<file path="src/rtl/adder_final.sv">
// Sums 1+2+...+N (N from count) one term per FREQ-cycle tick, shows last result on 3 7-seg digits.
// Latency: result updates 2+(N+1)*FREQ edges after enable is first seen high in IDLE.
// No backpressure: enable is a level request; dropping it during ADD aborts, during DONE re-arms.
module adder_final #(
   parameter int FREQ = 50_000_000
) (
   input  logic       clk,
   input  logic       rst_a_p,
   input  logic       enable,
   input  logic [3:0] count,
   output logic [0:6] unidades,
   output logic [0:6] decenas,
   output logic [0:6] centenas
);

   localparam int DW = (FREQ > 1) ? $clog2(FREQ) : 1;
   localparam logic [DW-1:0] DIV_LAST = DW'(FREQ - 1);

   typedef enum logic [1:0] {
      IDLE = 2'd0,
      LOAD = 2'd1,
      ADD  = 2'd2,
      DONE = 2'd3
   } state_t;

   state_t          current_state;
   state_t          next_state;
   logic [3:0]      limit;
   logic [4:0]      counter;
   logic [6:0]      sum;
   logic [6:0]      result;
   logic [DW-1:0]   divider;
   logic            tick;
   logic            in_range;

   assign tick     = (divider == DIV_LAST);
   assign in_range = (counter <= {1'b0, limit});

   // Step divider: free-running modulo FREQ, restarted in LOAD so each step is exactly FREQ cycles.
   always_ff @(posedge clk or negedge rst_a_p) begin
      if (!rst_a_p) begin
         divider <= '0;
      end else if (current_state == LOAD || tick) begin
         divider <= '0;
      end else begin
         divider <= divider + DW'(1);
      end
   end

   // State register.
   always_ff @(posedge clk or negedge rst_a_p) begin
      if (!rst_a_p) begin
         current_state <= IDLE;
      end else begin
         current_state <= next_state;
      end
   end

   // Next-state logic; an enable drop in ADD wins over a completing tick.
   always_comb begin
      next_state = current_state;
      case (current_state)
         IDLE: if (enable) next_state = LOAD;
         LOAD: next_state = ADD;
         ADD: begin
            if (!enable) begin
               next_state = IDLE;
            end else if (tick && !in_range) begin
               next_state = DONE;
            end
         end
         DONE: if (!enable) next_state = IDLE;
         default: next_state = IDLE;
      endcase
   end

   // Series datapath: load operands, accumulate one term per tick, latch the finished sum.
   always_ff @(posedge clk or negedge rst_a_p) begin
      if (!rst_a_p) begin
         limit   <= '0;
         counter <= '0;
         sum     <= '0;
         result  <= '0;
      end else begin
         if (current_state == LOAD) begin
            limit   <= count;
            counter <= 5'd1;
            sum     <= '0;
         end else if (current_state == ADD && enable && tick) begin
            if (in_range) begin
               sum     <= sum + {2'b00, counter};
               counter <= counter + 5'd1;
            end else begin
               result  <= sum;
            end
         end
      end
   end

   // Segment patterns abcdefg (a leftmost), active low; anything outside 0..9 blanks.
   function automatic logic [0:6] seg7(input logic [6:0] d);
      case (d)
         7'd0:    seg7 = 7'b0000001;
         7'd1:    seg7 = 7'b1001111;
         7'd2:    seg7 = 7'b0010010;
         7'd3:    seg7 = 7'b0000110;
         7'd4:    seg7 = 7'b1001100;
         7'd5:    seg7 = 7'b0100100;
         7'd6:    seg7 = 7'b0100000;
         7'd7:    seg7 = 7'b0001111;
         7'd8:    seg7 = 7'b0000000;
         7'd9:    seg7 = 7'b0000100;
         default: seg7 = 7'b1111111;
      endcase
   endfunction

   logic [6:0] dig_h;
   logic [6:0] dig_t;
   logic [6:0] dig_u;

   // Binary to decimal digits by constant div/mod; result is at most 120.
   always_comb begin
      dig_h = result / 7'd100;
      dig_t = (result / 7'd10) % 7'd10;
      dig_u = result % 7'd10;
   end

   assign centenas = seg7(dig_h);
   assign decenas  = seg7(dig_t);
   assign unidades = seg7(dig_u);

endmodule

</file>
<file path="config.mk">
export PLATFORM = sky130hd
export DESIGN_NAME = adder_final
export DESIGN_NICKNAME = d
export VERILOG_FILES = /design/src/rtl/adder_final.sv
export SDC_FILE = /design/constraint.sdc
export NUM_CORES = 1
export LEC_CHECK = 0
export BUFFER_PORTS_ARGS = -buffer_cell sky130_fd_sc_hd__buf_2
export CORE_ASPECT_RATIO = 1.1
export CORE_UTILIZATION = 50
export DETAILED_ROUTE_END_ITERATION = 8
export PLACE_DENSITY = 0.68
export SYNTH_ARGS = -nofsm -noshare
export SYNTH_HDL_FRONTEND = slang
export SYNTH_SLANG_ARGS = --single-unit
</file>
<file path="constraint.sdc">
create_clock -name clk -period 5.27 [get_ports clk]
set_clock_uncertainty 0.15 [all_clocks]
set_input_delay 0.2635 -clock clk [delete_from_list [all_inputs] [get_ports clk]]
set_output_delay 0.2635 -clock clk [all_outputs]
set_load 0.02 [all_outputs]
</file>
After elaboration in Yosys (flattened, before gate mapping)
Memory sizes are Yosys's and may differ from the RTL's.
Cells that the tools add are included.
{"block": "op_classes", "muxes": 15, "eq_ne": 7, "div_mod_pow": 4, "n_bitwise": 2, "magnitude_cmp": 1, "reduce_logical": 14, "addsub": 3}
{"op": "$mux 7", "n": 6}
{"op": "$add 26x1->26 const B", "n": 1}
{"op": "$eq 26x26->1 const B", "n": 1}
{"op": "$mux 26", "n": 1}
{"op": "$mux 5", "n": 3}
{"op": "$mod 7x4->7 const B", "n": 2}
{"op": "$logic_not 3->1", "n": 3}
{"op": "$mux 2", "n": 4}
{"op": "$pmux 2 s4", "n": 1}
{"op": "$add 7x5->7", "n": 1}
{"op": "$div 7x4->7 const B", "n": 1}
{"op": "$div 7x7->7 const B", "n": 1}
{"op": "$reduce_and 3->1", "n": 2}
{"op": "$add 5x1->5 const B", "n": 1}
{"op": "$le 5x4->1", "n": 1}
{"op": "$eq 2x2->1 const B", "n": 2}
{"op": "$ne 2x2->1 const B", "n": 2}
{"op": "$reduce_bool 2->1", "n": 2}
{"op": "$logic_and 1x1->1", "n": 3}
{"op": "$ne 3x3->1 const B", "n": 1}
{"op": "$eq 2x1->1 const B", "n": 1}
{"op": "$logic_not 2->1", "n": 1}
{"op": "$not 1->1", "n": 2}
{"op": "$reduce_and 2->1", "n": 1}
{"op": "other kinds (2)", "n": 2}
{"block": "totals", "romBits": 336, "mem_count": 3, "register_bits": 51, "in_bits": 7}
{"name": "(no name shown)", "words": 16, "width": 7, "read_ports": 1, "rd_clocked_by_memory_dff": 0, "wr": 0, "line": "102", "rtl": "case (d)"}
{"name": "(no name shown)", "words": 16, "width": 7, "read_ports": 1, "rd_clocked_by_memory_dff": 0, "wr": 0, "line": "102"}
{"name": "(no name shown)", "words": 16, "width": 7, "read_ports": 1, "rd_clocked_by_memory_dff": 0, "wr": 0, "line": "102"}

Longest topological paths before layout
Gate-level depths: netlist (run 1).
{"block": "depth", "word_depth": 6, "depth_mapped": 18}

Least setup slack after synthesis (run 1)
OpenSTA, ideal clock, no wires.
{"block": "synth_path", "path_kind": "reg-to-output", "from": "reg result[6]", "to": "out unidades[1] (netlist name)", "required_ns": 4.857, "slack_ns": 1.371, "n_path_buf": 2, "arrival_time_ns": 3.485, "stages_incl_launch_ff": 17, "cell_sequence": "dfrtp_1 nand2b_1 buf_4 o21ai_0 a211o_1 a21oi_1 ha_1 maj3_2 a2bb2oi_1 and3_4 nand2_2 inv_2 buf_4 xnor2_1 inv_1 ha_1 o21ai_0"}
{"block": "synth_via", "elab_chain_len": 3}
{"item": "start: declaration", "line": "31", "rtl": "logic [6:0] result;"}
{"item": "start signal: assignment", "line": "94", "rtl": "result <= sum;"}
{"item": "$mod 7x4->7 (*)", "line": "125", "rtl": "dig_u = result % 7'd10;"}
{"item": "$mem_v2 16x7 or $logic_not 3->1 (tied branches)"}
{"item": "$mux 7 (*)", "line": "102"}
{"item": "end: declaration", "line": "11", "rtl": "output logic [0:6] unidades,"}
Every way passes the cells marked *; elsewhere a longest branch is shown, timed or not.

Worst setup path in the final report (run 1)
{"block": "layout_path", "from": "reg result[6]", "to": "out unidades[4] (netlist name)"}
The elaborated chain is that of the path after synthesis.

==> flow_metrics.env, run 1 <==
export IMPL_status="finished clean"
export IMPL_multi_input_area_um2=2380
export IMPL_grt_first_pass_wirelength_mm=13.1
export IMPL_mostFrequentLayoutCells="nor2_1, dfrtp_1, nand2_1, o21ai_0, ha_1"
export IMPL_drv_slew=0
export IMPL_cts_root_buf="clkbuf_8"
export IMPL_routed_wl_mm=7.39
export IMPL_pre_cts_ws_ns=0.841
export IMPL_drtIter0Drc=231
export IMPL_grt_pass1_vias=2809
export IMPL_dpl_hpwl_mm=5.50
export IMPL_dp_cells=545
export IMPL_ant_nets=0
export IMPL_firstDrtPassIters=4
export IMPL_die_h_um=94.4
export IMPL_fillers=695
export IMPL_endpoint_kind="primary output"
export IMPL_synthFlopType="dfrtp_1"
export IMPL_crit_arrival_ns=4.31
export IMPL_worstSetupStartpointType="flop"
export IMPL_grt_use_total_pct=20.2
export IMPL_clkLatencyLatePin_ns=0.31
export IMPL_ios=28
export IMPL_max_slew_margin_pct=25.8
export IMPL_cts_made_buffers=5
export IMPL_io_buffer_count=24
export IMPL_cts_tree="yes"
export IMPL_num_rows=33
export IMPL_coreArea_um2=7470
export IMPL_stdcell_count=557
export IMPL_powerDensity_nw_per_um2=206
export IMPL_wl_per_cell_um=13.3
export IMPL_syn_inst=438
export IMPL_synth_area_per_cell_um2=8.86
export IMPL_async_flop_share_pct=100
export IMPL_yosysWarningCount=0
export IMPL_yosysSeqAreaShare_pct=32.9
export IMPL_cp_cell_sequence="nand2b_1 -> o21ai_0 -> a211o_1 -> a21oi_1 -> ha_1 -> maj3_2 -> a2bb2oi_1 -> and3_4 -> nand2_2 -> inv_2 -> xnor2_1 -> inv_1 -> ha_1 -> mux2i_1 -> mux2i_1 -> nand2_1 -> buf_2"
export IMPL_finalHoldViolations=0
export IMPL_path_class="reg -> out"
export IMPL_power_leakage_nw=1.86
export IMPL_cts_path_max_buffers=2
export IMPL_vias=3000
export IMPL_required_ns=4.86
export IMPL_worstPathMaxFanout=16
export IMPL_period_share_pct=89.6
export IMPL_fin_nets=486
export IMPL_rsz0062_at_grt="no"
export IMPL_tns_ns=0
export IMPL_total_power_uw=849
export IMPL_path_clk_slew_ns=0.11
export IMPL_post_cts_buffers=0
export IMPL_dpl_cell_area_um2=3990
export IMPL_drc=0
export IMPL_period_minus_slack_ns=4.72
export IMPL_worstMarginPinSlew_ns=1.11
export IMPL_finalSetupViolations=0
export IMPL_place_congestion=0.975
export IMPL_max_stage_delay_ns=0.57
export IMPL_overflow=0
export IMPL_hp_class="in -> async"
export IMPL_ys_ff_latch=51
export IMPL_die_area_um2=8110
export IMPL_area_growth_pct=6.23
export IMPL_critPathSlowestCell="dfrtp_1"
export IMPL_diodes=0
export IMPL_via_per_inst=5.39
export IMPL_maxCapViolCount=0
export IMPL_drive_gt1_share_pct=12.6
export IMPL_setup_slack_ns=0.549
export IMPL_clock_sinks=51
export IMPL_grt_max_degree=52
export IMPL_initial_utilization_pct=51.9
export IMPL_seq_area_um2=1280
export IMPL_synth_edff_count=0
export IMPL_synth_cell_types=75
export IMPL_layout_commonest_cell="nor2_1"
export IMPL_die_x_um=86.0
export IMPL_ir_drop_mv=0.184
export IMPL_max_freq_ghz=0.212
export IMPL_syn_cell_area_um2=3880
export IMPL_antenna_found_initial=0
export IMPL_htreeDepth=2
export IMPL_final_area_um2=4120
[cell families after synthesis]
logic type / count (synthesis) / share of synthesized area [%]
DFF: 51 / 32.9
adders and majority gates: 29 / 9.52
muxes: 12 / 3.42
and+or+nand+nor: 172 / 22.2
buffers and inverters: 43 / 5.74
other: 2 / 0.194
xor gates and xnor gates: 38 / 8.77
AOI/OAI and AO/OA: 91 / 17.3
[synthesized netlist by cell type (2+ instances only)]
cell | n | area share [%]
a211o_1 | 2 | 0.45
a211oi_1 | 3 | 0.58
a21o_1 | 4 | 0.77
a21oi_1 | 15 | 1.9
a31oi_1 | 3 | 0.48
and2b_1 | 2 | 0.39
and3_1 | 11 | 1.8
buf_2 | 4 | 0.52
buf_4 | 9 | 1.7
buf_6 | 3 | 0.87
clkbuf_1 | 7 | 0.68
conb_1 | 2 | 0.19
dfrtp_1 | 51 | 33
ha_1 | 27 | 8.7
inv_1 | 18 | 1.7
inv_2 | 2 | 0.19
mux2_2 | 3 | 0.87
mux2i_1 | 7 | 1.8
nand2_1 | 40 | 3.9
nand2b_1 | 5 | 0.81
nand3_1 | 23 | 3.0
nand3b_1 | 2 | 0.39
nand4_1 | 5 | 0.81
nor2_1 | 51 | 4.9
nor2b_1 | 8 | 1.3
nor3_1 | 4 | 0.52
nor4_1 | 4 | 0.65
o211ai_1 | 3 | 0.58
o21a_1 | 5 | 0.97
o21ai_0 | 28 | 3.6
o21ai_1 | 3 | 0.39
o221ai_1 | 2 | 0.45
o32ai_1 | 3 | 0.68
or2b_1 | 2 | 0.39
or3_1 | 2 | 0.32
xnor2_1 | 14 | 3.2
xor2_1 | 23 | 5.2
[where the power goes]
group | switching (mW) | leakage, nW | internal [mW]
clock | 0.140 | 0.0461 | 0.0961
combinational | 0.0992 | 1.14 | 0.0561
sequential | 0.0278 | 0.666 | 0.429
total | 0.267 | 1.86 | 0.581
[final timing paths]
kind | start | slack (ns) | cells past startpoint | end
min in group clk | enable | 0.05 | 3 | current_state[1]$_DFFE_PN0P_
worst min register to register | divider[0]$_DFF_PN0_ | 0.36 | 1 | divider[0]$_DFF_PN0_
max in group asynchronous | rst_a_p | 4.20 | 1 | result[4]$_DFFE_PN0P_
worst min-delay path | rst_a_p | 0.001 | 1 | divider[2]$_DFF_PN0_
worst max-delay path | result[6]$_DFFE_PN0P_ | 0.55 | 17 | unidades[4]
worst max register to register | divider[2]$_DFF_PN0_ | 2.15 | 8 | sum[5]$_DFFE_PN0P_
[state kept, by name (all words and copies together) (netlist names)]
register	cells
divider	26
result	7
sum	7
counter	5
limit	4
current_state	2
[critical path, delay by kind of cell, from the launching register on]
| family | cells | cell delay [ns] |
|---|---|---|
| AO/OA/AOI/OAI | 4 | 0.90 |
| XOR/XNOR | 1 | 0.24 |
| adder cells (fa/ha/maj) | 3 | 0.74 |
| buffers and inverters | 3 | 0.56 |
| flip-flops | 1 | 0.57 |
| multiplexers | 2 | 0.22 |
| AND/OR/NAND/NOR | 4 | 0.77 |
[routing by layer]
| layer | part of all wire [%] | up-vias | global-route usage (%) | routed length, um |
|---|---|---|---|---|
| met5 | 0 | - | 0 | 0 |
| met4 | 1.5 | 0 | 5.97 | 111 |
| met3 | 2.1 | 10 | 2.71 | 154 |
| met2 | 48 | 45 | 34.1 | 3570 |
| met1 | 48 | 1402 | 27.2 | 3550 |
| li1 | - | 1543 | - | - |
[repair_timing]
| item | 4_1_cts | 5_1_grt |
|---|---|---|
| resized for setup | 0 | 1 |
| hold buffers | 3 | 1 |
| setup endpoints to repair | 0 | 1 |
| endpoints found under the hold margin | 3 | 1 |
[layout make-up]
cell class,instances,share of cell area (%)
clock inverter,3,0.577
tap,105,3.19
sequential,51,31.0
timing repair buffer,28,3.89
multi-input combinational,345,57.9
inverter,20,1.82
clock buffer,5,1.67
[through the flow]
| step | hold slack, ns | utilization, % |
|---|---|---|
| after floorplan | -0.182 | - |
| after global placement | 0.319 | 53.3 |
| after detailed placement | 0.323 | 53.3 |
| after CTS | 0.0000251 | 55.0 |
| after global routing | 0.0652 | 55.1 |
| final | 0.00104 | 55.1 |
Power figures use the tool's default switching activity.
==> run 2: changes to the inputs <==
--- a/config.mk
+++ b/config.mk
@@ -7,6 +7,7 @@
 export LEC_CHECK = 0
 export BUFFER_PORTS_ARGS = -buffer_cell sky130_fd_sc_hd__buf_2
 export CORE_ASPECT_RATIO = 1.1
+export CORE_MARGIN = 2
 export CORE_UTILIZATION = 50
 export DETAILED_ROUTE_END_ITERATION = 8
 export PLACE_DENSITY = 0.68
==> run 2 against run 1 <==
  * Wire length is 4.8% higher
  * First-iteration DRC count is 14% higher
  * Clock-buffer cell count stayed put
  * Worst hold slack better by 0.060 ns
  * Design area is 0.39% higher
  * Power is 0.47% higher
  * Utilization is 0.22 points higher
  * Largest power group unchanged
==> flow_metrics.env, run 2 (synthesis results as in run 1) <==
export IMPL_cts_root_buf="clkbuf_8"
export IMPL_max_stage_delay_ns=0.61
export IMPL_worstMarginPinSlew_ns=0.877
export IMPL_drtIter0Drc=263
export IMPL_rsz0062_at_grt="no"
export IMPL_htreeDepth=2
export IMPL_pre_cts_ws_ns=0.871
export IMPL_period_share_pct=90.9
export IMPL_cp_cell_sequence="nand2b_1 -> o21ai_0 -> a211o_1 -> a21oi_1 -> ha_1 -> maj3_2 -> a2bb2oi_1 -> and3_4 -> nand2_2 -> inv_2 -> xnor2_1 -> inv_1 -> ha_1 -> mux2i_1 -> mux2i_1 -> nand2_1 -> buf_2"
export IMPL_final_util_pct=55.3
export IMPL_powerDensity_nw_per_um2=206
export IMPL_dpl_hpwl_mm=5.61
export IMPL_max_slew_margin_pct=41.4
export IMPL_antenna_found_initial=0
export IMPL_worstSetupStartpointType="flop"
export IMPL_post_cts_buffers=0
export IMPL_worstPathMaxFanout=15
export IMPL_coreArea_um2=7470
export IMPL_num_rows=33
export IMPL_drc=0
export IMPL_diodes=0
export IMPL_mostFrequentLayoutCells="nor2_1, dfrtp_1, nand2_1, o21ai_0, ha_1"
export IMPL_cts_path_max_buffers=2
export IMPL_path_clk_slew_ns=0.10
export IMPL_r2r_slack_ns=2.05
export IMPL_path_class="reg -> out"
export IMPL_ctsHoldBuffers=5
export IMPL_required_ns=4.86
export IMPL_ir_drop_mv=0.188
export IMPL_largest_reg_flops=26
export IMPL_grt_use_total_pct=19.5
export IMPL_cts_made_buffers=5
export IMPL_routed_wl_mm=7.74
export IMPL_drv_slew=0
export IMPL_firstDrtPassIters=4
export IMPL_total_power_uw=853
export IMPL_drive_gt1_share_pct=12.6
export IMPL_dp_cells=546
export IMPL_vias=3065
export IMPL_grt_max_degree=52
export IMPL_critPathSlowestCell="dfrtp_1"
export IMPL_top_register="divider"
export IMPL_clkLatencyLatePin_ns=0.31
export IMPL_maxCapViolCount=0
export IMPL_ctsResizeCount=0
export IMPL_die_h_um=96.4
export IMPL_cts_tree="yes"
export IMPL_setup_slack_ns=0.481
export IMPL_fin_nets=488
export IMPL_overflow=0
export IMPL_die_area_um2=8480
export IMPL_via_per_inst=5.48
export IMPL_ios=28
export IMPL_grt_pass1_vias=2930
export IMPL_crit_arrival_ns=4.38
export IMPL_period_minus_slack_ns=4.79
export IMPL_area_growth_pct=6.65
export IMPL_io_buffer_count=24
export IMPL_power_leakage_nw=1.87
export IMPL_grt_first_pass_wirelength_mm=13.3
export IMPL_dpl_cell_area_um2=3990
export IMPL_final_area_um2=4140
export IMPL_finalHoldViolations=0
export IMPL_ant_nets=0
export IMPL_hp_class="in -> reg"
export IMPL_status="finished clean"
export IMPL_holdWs_ns=0.0610
export IMPL_tns_ns=0
export IMPL_clock_sinks=51
export IMPL_place_congestion=0.951
export IMPL_initial_utilization_pct=51.9
export IMPL_finalSetupViolations=0
export IMPL_max_freq_ghz=0.209
export IMPL_largest_registers="divider x26, result x7, sum x7"
export IMPL_stdcell_count=559
export IMPL_die_x_um=88.0
export IMPL_endpoint_kind="primary output"
export IMPL_wl_per_cell_um=13.9
-- run 2: worst max-delay path: cells and delay by family (launching register included) --
family	cells	cell delay [ns]
flops	1	0.61
simple gates	4	0.77
compound gates	4	0.91
mux	2	0.23
xor+xnor	1	0.23
fa+ha+maj	3	0.75
buf+inv	3	0.56
-- run 2: power breakdown --
| group | leakage, nW | internal (mW) | switching, mW |
|---|---|---|---|
| clock network | 0.0461 | 0.0962 | 0.141 |
| logic | 1.15 | 0.0574 | 0.100 |
| registers | 0.666 | 0.429 | 0.0287 |
| total | 1.87 | 0.583 | 0.270 |
-- run 2: final timing paths --
path                                  startpoint                           end  cells past startpoint
min in group asynchronous                rst_a_p         divider[13]$_DFF_PN0_                      3
hold / removal                            enable  current_state[1]$_DFFE_PN0P_                      3
setup reg to reg           divider[16]$_DFF_PN0_            sum[5]$_DFFE_PN0P_                      8
hold reg to reg               sum[6]$_DFFE_PN0P_         result[6]$_DFFE_PN0P_                      2
setup / recovery           result[4]$_DFFE_PN0P_                   unidades[4]                     17
max in group asynchronous                rst_a_p            sum[2]$_DFFE_PN0P_                      3
-- run 2: cell type report --
class / instances / area, um^2
clock inverter: 3 / 23.8
multi-input combinational: 345 / 2380
tap: 105 / 131
fill: 678 / 3340
timing repair buffer: 30 / 178
sequential: 51 / 1280
inverter: 20 / 75.1
clock buffer: 5 / 68.8
-- run 2: metal layers --
| metal | GRT usage (%) | up-vias | share of wire (%) |
|---|---|---|---|
| li1 | - | 1550 | - |
| met1 | 25.0 | 1452 | 46 |
| met2 | 35.1 | 58 | 50 |
| met3 | 2.38 | 5 | 3.4 |
| met4 | 4.62 | 0 | 0.87 |
| met5 | 0 | - | 0 |
